File: src/rtl/arima_frame_loader.sv
// ARIMA front-end: parses a word-serial frame (header, constant, AR/MA banks, samples)
// and forwards the samples through a one-entry output register with backpressure.
module arima_frame_loader #(
    parameter int N         = 32,
    parameter int Q         = 15,
    parameter int MAX_ORDER = 10
) (
    input  logic                clk,
    input  logic                rst,
    input  logic [N-1:0]        in_data,
    input  logic                in_valid,
    input  logic                in_last,
    output logic                in_ready,
    output logic [31:0]         p_order,
    output logic [31:0]         d_order,
    output logic [31:0]         q_order,
    output logic signed [N-1:0] cont,
    output logic signed [N-1:0] ar_coef [0:MAX_ORDER-1],
    output logic signed [N-1:0] ma_coef [0:MAX_ORDER-1],
    output logic                cfg_valid,
    output logic                cfg_error,
    output logic signed [N-1:0] sample_data,
    output logic                sample_valid,
    output logic                sample_last,
    input  logic                sample_ready,
    output logic [15:0]         sample_count
);

    // Q only documents the fixed-point format; values are never rescaled here.
    if (Q < 0 || Q >= N) begin : g_bad_q
        $error("arima_frame_loader: Q must lie in [0, N)");
    end

    typedef enum logic [2:0] {IDLE, CONT, AR, MA, STREAM, DRAIN} state_t;

    localparam logic [3:0] ORD_MAX = 4'(MAX_ORDER);

    state_t     state;
    state_t     state_next;
    logic [3:0] p_reg;
    logic [3:0] d_reg;
    logic [3:0] q_reg;
    logic [3:0] idx;
    logic       in_xfer;
    logic       out_xfer;
    logic       hdr_ok;
    logic       cfg_done;

    assign in_ready = !rst && ((state != STREAM) || !sample_valid || sample_ready);
    assign in_xfer  = in_valid && in_ready;
    assign out_xfer = sample_valid && sample_ready;

    assign hdr_ok = (in_data[31:24] == 8'hA5) && (in_data[11:8] <= ORD_MAX)
                 && (in_data[7:4] <= ORD_MAX) && (in_data[3:0] <= ORD_MAX);

    assign p_order = {28'd0, p_reg};
    assign d_order = {28'd0, d_reg};
    assign q_order = {28'd0, q_reg};

    always_ff @(posedge clk) begin
        if (rst) begin
            state <= IDLE;
        end else begin
            state <= state_next;
        end
    end

    // cfg_done flags the transfer of the final configuration word of a well-formed frame.
    always_comb begin
        state_next = state;
        cfg_done   = 1'b0;
        case (state)
            IDLE: begin
                if (in_xfer) begin
                    if (hdr_ok)       state_next = CONT;
                    else if (!in_last) state_next = DRAIN;
                end
            end
            CONT: begin
                if (in_xfer) begin
                    if (in_last)             state_next = IDLE;
                    else if (p_reg != 4'd0)  state_next = AR;
                    else if (q_reg != 4'd0)  state_next = MA;
                    else begin
                        state_next = STREAM;
                        cfg_done   = 1'b1;
                    end
                end
            end
            AR: begin
                if (in_xfer) begin
                    if (in_last) begin
                        state_next = IDLE;
                    end else if (idx == p_reg - 4'd1) begin
                        if (q_reg != 4'd0) begin
                            state_next = MA;
                        end else begin
                            state_next = STREAM;
                            cfg_done   = 1'b1;
                        end
                    end
                end
            end
            MA: begin
                if (in_xfer) begin
                    if (in_last) begin
                        state_next = IDLE;
                    end else if (idx == q_reg - 4'd1) begin
                        state_next = STREAM;
                        cfg_done   = 1'b1;
                    end
                end
            end
            STREAM, DRAIN: begin
                if (in_xfer && in_last) state_next = IDLE;
            end
            default: state_next = IDLE;
        endcase
    end

    // Configuration registers; a word carrying in_last mid-config marks the frame truncated.
    always_ff @(posedge clk) begin
        if (rst) begin
            p_reg        <= '0;
            d_reg        <= '0;
            q_reg        <= '0;
            idx          <= '0;
            cont         <= '0;
            cfg_valid    <= 1'b0;
            cfg_error    <= 1'b0;
            sample_count <= '0;
            for (int i = 0; i < MAX_ORDER; i++) begin
                ar_coef[i] <= '0;
                ma_coef[i] <= '0;
            end
        end else begin
            case (state)
                IDLE: begin
                    if (in_xfer) begin
                        if (hdr_ok) begin
                            p_reg        <= in_data[11:8];
                            d_reg        <= in_data[7:4];
                            q_reg        <= in_data[3:0];
                            idx          <= '0;
                            cfg_valid    <= 1'b0;
                            cfg_error    <= 1'b0;
                            sample_count <= '0;
                            for (int i = 0; i < MAX_ORDER; i++) begin
                                ar_coef[i] <= '0;
                                ma_coef[i] <= '0;
                            end
                        end else begin
                            cfg_error <= 1'b1;
                        end
                    end
                end
                CONT: begin
                    if (in_xfer) begin
                        if (in_last) cfg_error <= 1'b1;
                        else         cont      <= in_data;
                        idx <= '0;
                    end
                end
                AR: begin
                    if (in_xfer) begin
                        if (in_last) begin
                            cfg_error <= 1'b1;
                        end else begin
                            ar_coef[idx] <= in_data;
                            idx          <= (idx == p_reg - 4'd1) ? 4'd0 : idx + 4'd1;
                        end
                    end
                end
                MA: begin
                    if (in_xfer) begin
                        if (in_last) begin
                            cfg_error <= 1'b1;
                        end else begin
                            ma_coef[idx] <= in_data;
                            idx          <= idx + 4'd1;
                        end
                    end
                end
                STREAM: begin
                    if (in_xfer && sample_count != 16'hFFFF) begin
                        sample_count <= sample_count + 16'd1;
                    end
                end
                default: ;
            endcase
            if (cfg_done) cfg_valid <= 1'b1;
        end
    end

    // Output register: a load in the same cycle as an unload keeps sample_valid asserted.
    always_ff @(posedge clk) begin
        if (rst) begin
            sample_data  <= '0;
            sample_valid <= 1'b0;
            sample_last  <= 1'b0;
        end else if (state == STREAM && in_xfer) begin
            sample_data  <= in_data;
            sample_valid <= 1'b1;
            sample_last  <= in_last;
        end else if (out_xfer) begin
            sample_valid <= 1'b0;
        end
    end

endmodule

File: config.mk
export PLATFORM = sky130hd
export DESIGN_NAME = arima_frame_loader
export DESIGN_NICKNAME = d
export VERILOG_FILES = /design/src/rtl/arima_frame_loader.sv
export SDC_FILE = /design/constraint.sdc
export NUM_CORES = 1
export LEC_CHECK = 0
export ABC_AREA = 1
export BUFFER_PORTS_ARGS = -buffer_cell sky130_fd_sc_hd__buf_2
export CAP_MARGIN = 20
export CORE_AREA = 2 2 336 338
export CTS_BUF_LIST = sky130_fd_sc_hd__clkbuf_4
export DETAILED_ROUTE_END_ITERATION = 8
export DIE_AREA = 0 0 338 340
export PLACE_DENSITY_LB_ADDON = 0.15
export RECOVER_POWER = 100
export SYNTH_ARGS = -nofsm -noshare
export SYNTH_HDL_FRONTEND = slang
export SYNTH_SLANG_ARGS = --single-unit
File: constraint.sdc
create_clock -name clk -period 2.5 [get_ports clk]
set_input_delay 0.625 -clock clk [delete_from_list [all_inputs] [get_ports clk]]
set_output_delay 0.625 -clock clk [all_outputs]
set_load 0.005 [all_outputs]
# Word level (Yosys, flattened, before mapping)
# Index checks and enable logic that the tools add are counted.
# totals
wordCells	166
in_bits	37
reg_bits	743
# op_classes
eq_ne	24
n_reduce_logical	37
order_cmp	5
add_sub_neg	4
mux	62
bitwise	2
# op_table
cell	count
2-to-1 mux 320 bit	6
case mux 320 bit (2 select lines)	2
bitwise mux 320 bit	2
demux 32 bit (select 4 bit)	1
2-to-1 mux 16 bit	3
2-to-1 mux 3 bit	14
2-to-1 mux 32 bit	1
2-to-1 mux 4 bit	8
case mux 16 bit (2 select lines)	1
2-to-1 mux 1 bit	20
inequality test 2 bit (second input constant)	9
adder 16 x 1 -> 16 bit (second input constant)	1
inequality test 16 bit (second input constant)	1
case mux 4 bit (4 select lines)	1
AND reduction 8 bit	2
nonzero test 2 bit	8
case mux 3 bit (5 select lines)	1
less-or-equal comparator 4 bit (second input constant)	3
inequality test 3 bit (second input constant)	4
nonzero test 4 bit	3
logical AND 1 bit	10
AND reduction 5 bit	2
AND reduction 3 bit	3
equality test 4 bit	2
other kinds (19)	26

# Longest topological paths before layout
# depth
word_depth	9
depth_mapped	15

# Least setup slack after synthesis
# No wires, ideal clock.
# synth_path
path_type	input port to flip-flop
start	input in_data[27]
end	register ma_coef[193] (netlist name)
arrival_time_ps	1947
setup_ps	132
path_buffers	2
cell_stages	14
slack_ps	421
cell_sequence	inv_1 > nand2_1 > nor2_1 > nand2_1 > nor2_2 > nand3_2 > nand2_1 > nand2_2 > inv_2 > buf_4 > nand2_2 > buf_4 > nand2_1 > a21oi_1
# synth_via
elab_chain_len	6
# synth_rtl
element	line_no	text
from (decl)	10	input logic [N-1:0] in_data,
equality test 8 bit	53	assign hdr_ok = (in_data[31:24] == 8'hA5) && (in_data[11:8] <= ORD_MAX)
logical AND 1 bit	53	
logical AND 1 bit (2 in a row)	54	&& (in_data[7:4] <= ORD_MAX) && (in_data[3:0] <= ORD_MAX);
inequality test 2 bit (no source line)	n/a	
AND reduction 5 bit (no source line)	n/a	
to (signal, indexed assignment)	179	ma_coef[idx] <= in_data;
to (decl)	19	output logic signed [N-1:0] ma_coef [0:MAX_ORDER-1],
# No other way between the ends.
# A chain may end at the register's enable or synchronous reset.

# Final worst setup path
# layout_path
start	register state[1]
end	output in_ready
# layout_via
elab_chain_len	4
# layout_rtl
element	line_no	text
from (decl)	38	state_t state;
from (signal assigned)	64	state <= state_next;
inequality test 3 bit	49	assign in_ready = !rst && ((state != STREAM) || !sample_valid || sample_ready);
logical OR 1 bit (2 in a row)	49	
logical AND 1 bit	49	
to (decl)	13	output logic in_ready,
# No other way between the ends.

==> results.json <==
{
  "grt_util_met2": 0.400,
  "overflow": 0,
  "cap_violations": 0,
  "arrival_ns": 1.88,
  "gp_congestion": 0.812,
  "synthFlopType": "dfxtp_1",
  "drt_wl_total_um": 145000,
  "setup_viol": 1,
  "async_reset_ff_frac": 0,
  "seq_power_share": 0.467,
  "drive_gt1_frac": 0.272,
  "top_level_ports": 858,
  "grt_max_degree": 173,
  "rows": 123,
  "power.leakage_nw": 16.5,
  "drv_slew": 0,
  "critical_path_class": "flop to output pin",
  "violations": "setup timing",
  "p_total_mw": 25.6,
  "wl_per_cell_um": 22.2,
  "critPathMaxStageDelay_ns": 0.36,
  "worstPathRequired_ns": 1.88,
  "grt_pass1_vias": 28400,
  "area_growth_pct": 33.3,
  "dr.pass1.iters": 6,
  "vdd_drop_max_uv": 258,
  "stdcell_count": 6511,
  "synth_edf_count": 0,
  "yosysSeqAreaShare": 0.516,
  "worstPathMaxFanout": 2,
  "root_buffer": "clkbuf_4",
  "final_net_count": 4889,
  "syn-cell-area_sq_mm": 0.0288,
  "core_sq_mm": 0.112,
  "clk_pin_slew_ns": 0.06,
  "p_switching_mw": 7.11,
  "cellPowerDensity_mw_per_mm2": 668,
  "status": "finished, violations left",
  "p_clk_frac": 0.458,
  "timing.hold.ws_ns": 0.162,
  "cts.path.max_buffers": 3,
  "vias": 29800,
  "port_buffers": 773,
  "grt_first_pass_wirelength_um": 203000,
  "top_regs": "ar_coef: 320 flops, ma_coef: 320 flops",
  "grt.total_usage": 0.243,
  "r2r_slack_ns": 0.13,
  "synth.area.top_cells": "dfxtp_1 52%, nand2_1 18%, a21oi_1 13%",
  "yosys.area.top_type_share": 0.516,
  "internal-power_mw": 18.5,
  "end_kind": "output pin",
  "die_area_sq_mm": 0.115,
  "finalClockSkew_ns": 0.0848,
  "synth.most_common_cell": "nand2_1",
  "met3_usage": 0.0730,
  "cts_made_buffers": 214,
  "synth_commonest_cells": "1396 x nand2_1, 743 x dfxtp_1, 740 x a21oi_1",
  "place_inst": 6086,
  "yosys.area.top_type": "dfxtp_1",
  "hold_class": "primary input to flop",
  "tightest_slew_ns": 0.940,
  "drc_errors": 0,
  "antenna_found_initial": 13,
  "ant_nets": 0,
  "post-route-min-period_ns": 2.50,
  "cts_sinks": 743,
  "syn_avg_cell_area_sq_um": 7.34,
  "use_met1": 0.299,
  "synthCells": 3926,
  "critPathLaunchType": "flop",
  "register_area_sq_mm": 0.0149,
  "busiest_layer": "met2",
  "h-tree-depth": 4,
  "synth-seq-cells": 743,
  "power.share.switching": 0.277,
  "combPwrFrac": 0.074,
  "die_w_um": 338,
  "fp.dieH_um": 340,
  "worstSkewPairLatency_ns": 1.09,
  "fillers": 12200,
  "setup_ws_ns": -0.00156,
  "crit_chain": "inv_4, nand2_4, nor2_4, a21oi_4, buf_2",
  "drt_iter0_drc": 1961,
  "fin_area_sq_mm": 0.0384,
  "critPathSlowestCell": "dfxtp_4",
  "multi_input_area_sq_mm": 0.0120,
  "hold_viol_final": 0,
  "max_slew_margin": 0.373,
  "initial_utilization": 0.258,
  "cts_tree": "built",
  "fin_crit_sh": 1.00,
  "dp_hpwl_um": 97600,
  "rsz0062_at_grt": "yes",
  "ys_types": 32,
  "viasPerCell": 4.57,
  "placed_cell_area_sq_mm": 0.0352,
  "ys_warn_count": 0,
  "max_freq_mhz": 400
}
-- per-layer routing --
layer	wire length (um)	up-vias
li1	-	14400
met1	60300	14100
met2	67800	1092
met3	11700	222
met4	4730	4
met5	27	-
-- worst paths after layout --
kind                     from       end  cells after the start
setup reg to reg     state[1]    idx[1]                     13
hold reg to reg      d_reg[1]  d_reg[1]                      2
setup / recovery     state[1]  in_ready                      5
hold / removal    in_data[19]  cont[19]                      4
-- stage by stage --
step / worst slack, ns / util / TNS [ns]
2_1_floorplan: 0.421 / - / 0
3_3_place_gp: -0.00886 / 0.315 / -0.0351
3_5_place_dp: -0.00368 / 0.315 / -0.0107
4_1_cts: -0.214 / 0.344 / -0.214
5_1_grt: -0.171 / 0.344 / -0.197
6_report: -0.00156 / 0.344 / -0.00156
-- layout by cell type, fill, tap and decap left out, types with 12 or more instances in the layout --
| cell | n |
|---|---|
| clkinv_1 | 53 |
| nor2_1 | 380 |
| buf_2 | 770 |
| inv_1 | 66 |
| clkbuf_4 | 325 |
| conb_1 | 84 |
| a21oi_1 | 740 |
| buf_12 | 70 |
| dlygate4sd3_1 | 33 |
| dfxtp_1 | 730 |
| inv_2 | 12 |
| nand2_1 | 1395 |
| nand3_1 | 37 |
| o21ai_0 | 81 |
| buf_4 | 123 |
-- power by group through the flow --
| stage | sequential, mW | combinational (mW) | clock, mW |
|---|---|---|---|
| 5_1_grt | 12.0 | 2.05 | 12.8 |
| 2_1_floorplan | 12.3 | 0.931 | 0 |
| 6_report | 12.0 | 1.91 | 11.8 |
| 3_3_place_gp | 12.3 | 1.83 | 0 |
| 4_1_cts | 12.0 | 1.93 | 12.2 |
| 3_5_place_dp | 12.3 | 1.83 | 0 |
-- what timing repair did --
| item | 4_1_cts | 5_1_grt |
|---|---|---|
| hold endpoints to repair | 114 | 0 |
| resized for setup | 19 | 6 |
| setup buffers | 7 | 3 |
| endpoints found under the setup margin | 12 | 96 |
| hold buffers | 33 | 0 |
| pin swaps | 3 | 2 |
-- area by class of cell --
class | count | area share
Antenna cell | 4 | 0.000261
Clock buffer | 324 | 0.0634
Clock inverter | 55 | 0.00786
Inverter | 92 | 0.00945
Multi-Input combinational cell | 2792 | 0.311
Sequential cell | 743 | 0.388
Tap cell | 1500 | 0.0489
Timing Repair Buffer | 1001 | 0.171
-- cell families after synthesis --
family,Yosys count,synth area share
adders and majority gates,8,0.00348
DFF,743,0.516
AOI/OAI and AO/OA,836,0.147
other,1,0.000130
and+or+nand+nor,1848,0.246
xor gates and xnor gates,16,0.00487
buffers and inverters,474,0.0824
-- worst max-delay path: cells and delay by family (launching register included) --
family	cells	cell delay (ns)
AND/OR/NAND/NOR	2	0.13
flip-flops	1	0.36
AO/OA/AOI/OAI	1	0.15
buffers and inverters	2	0.17
Power figures use the tool's default switching activity.
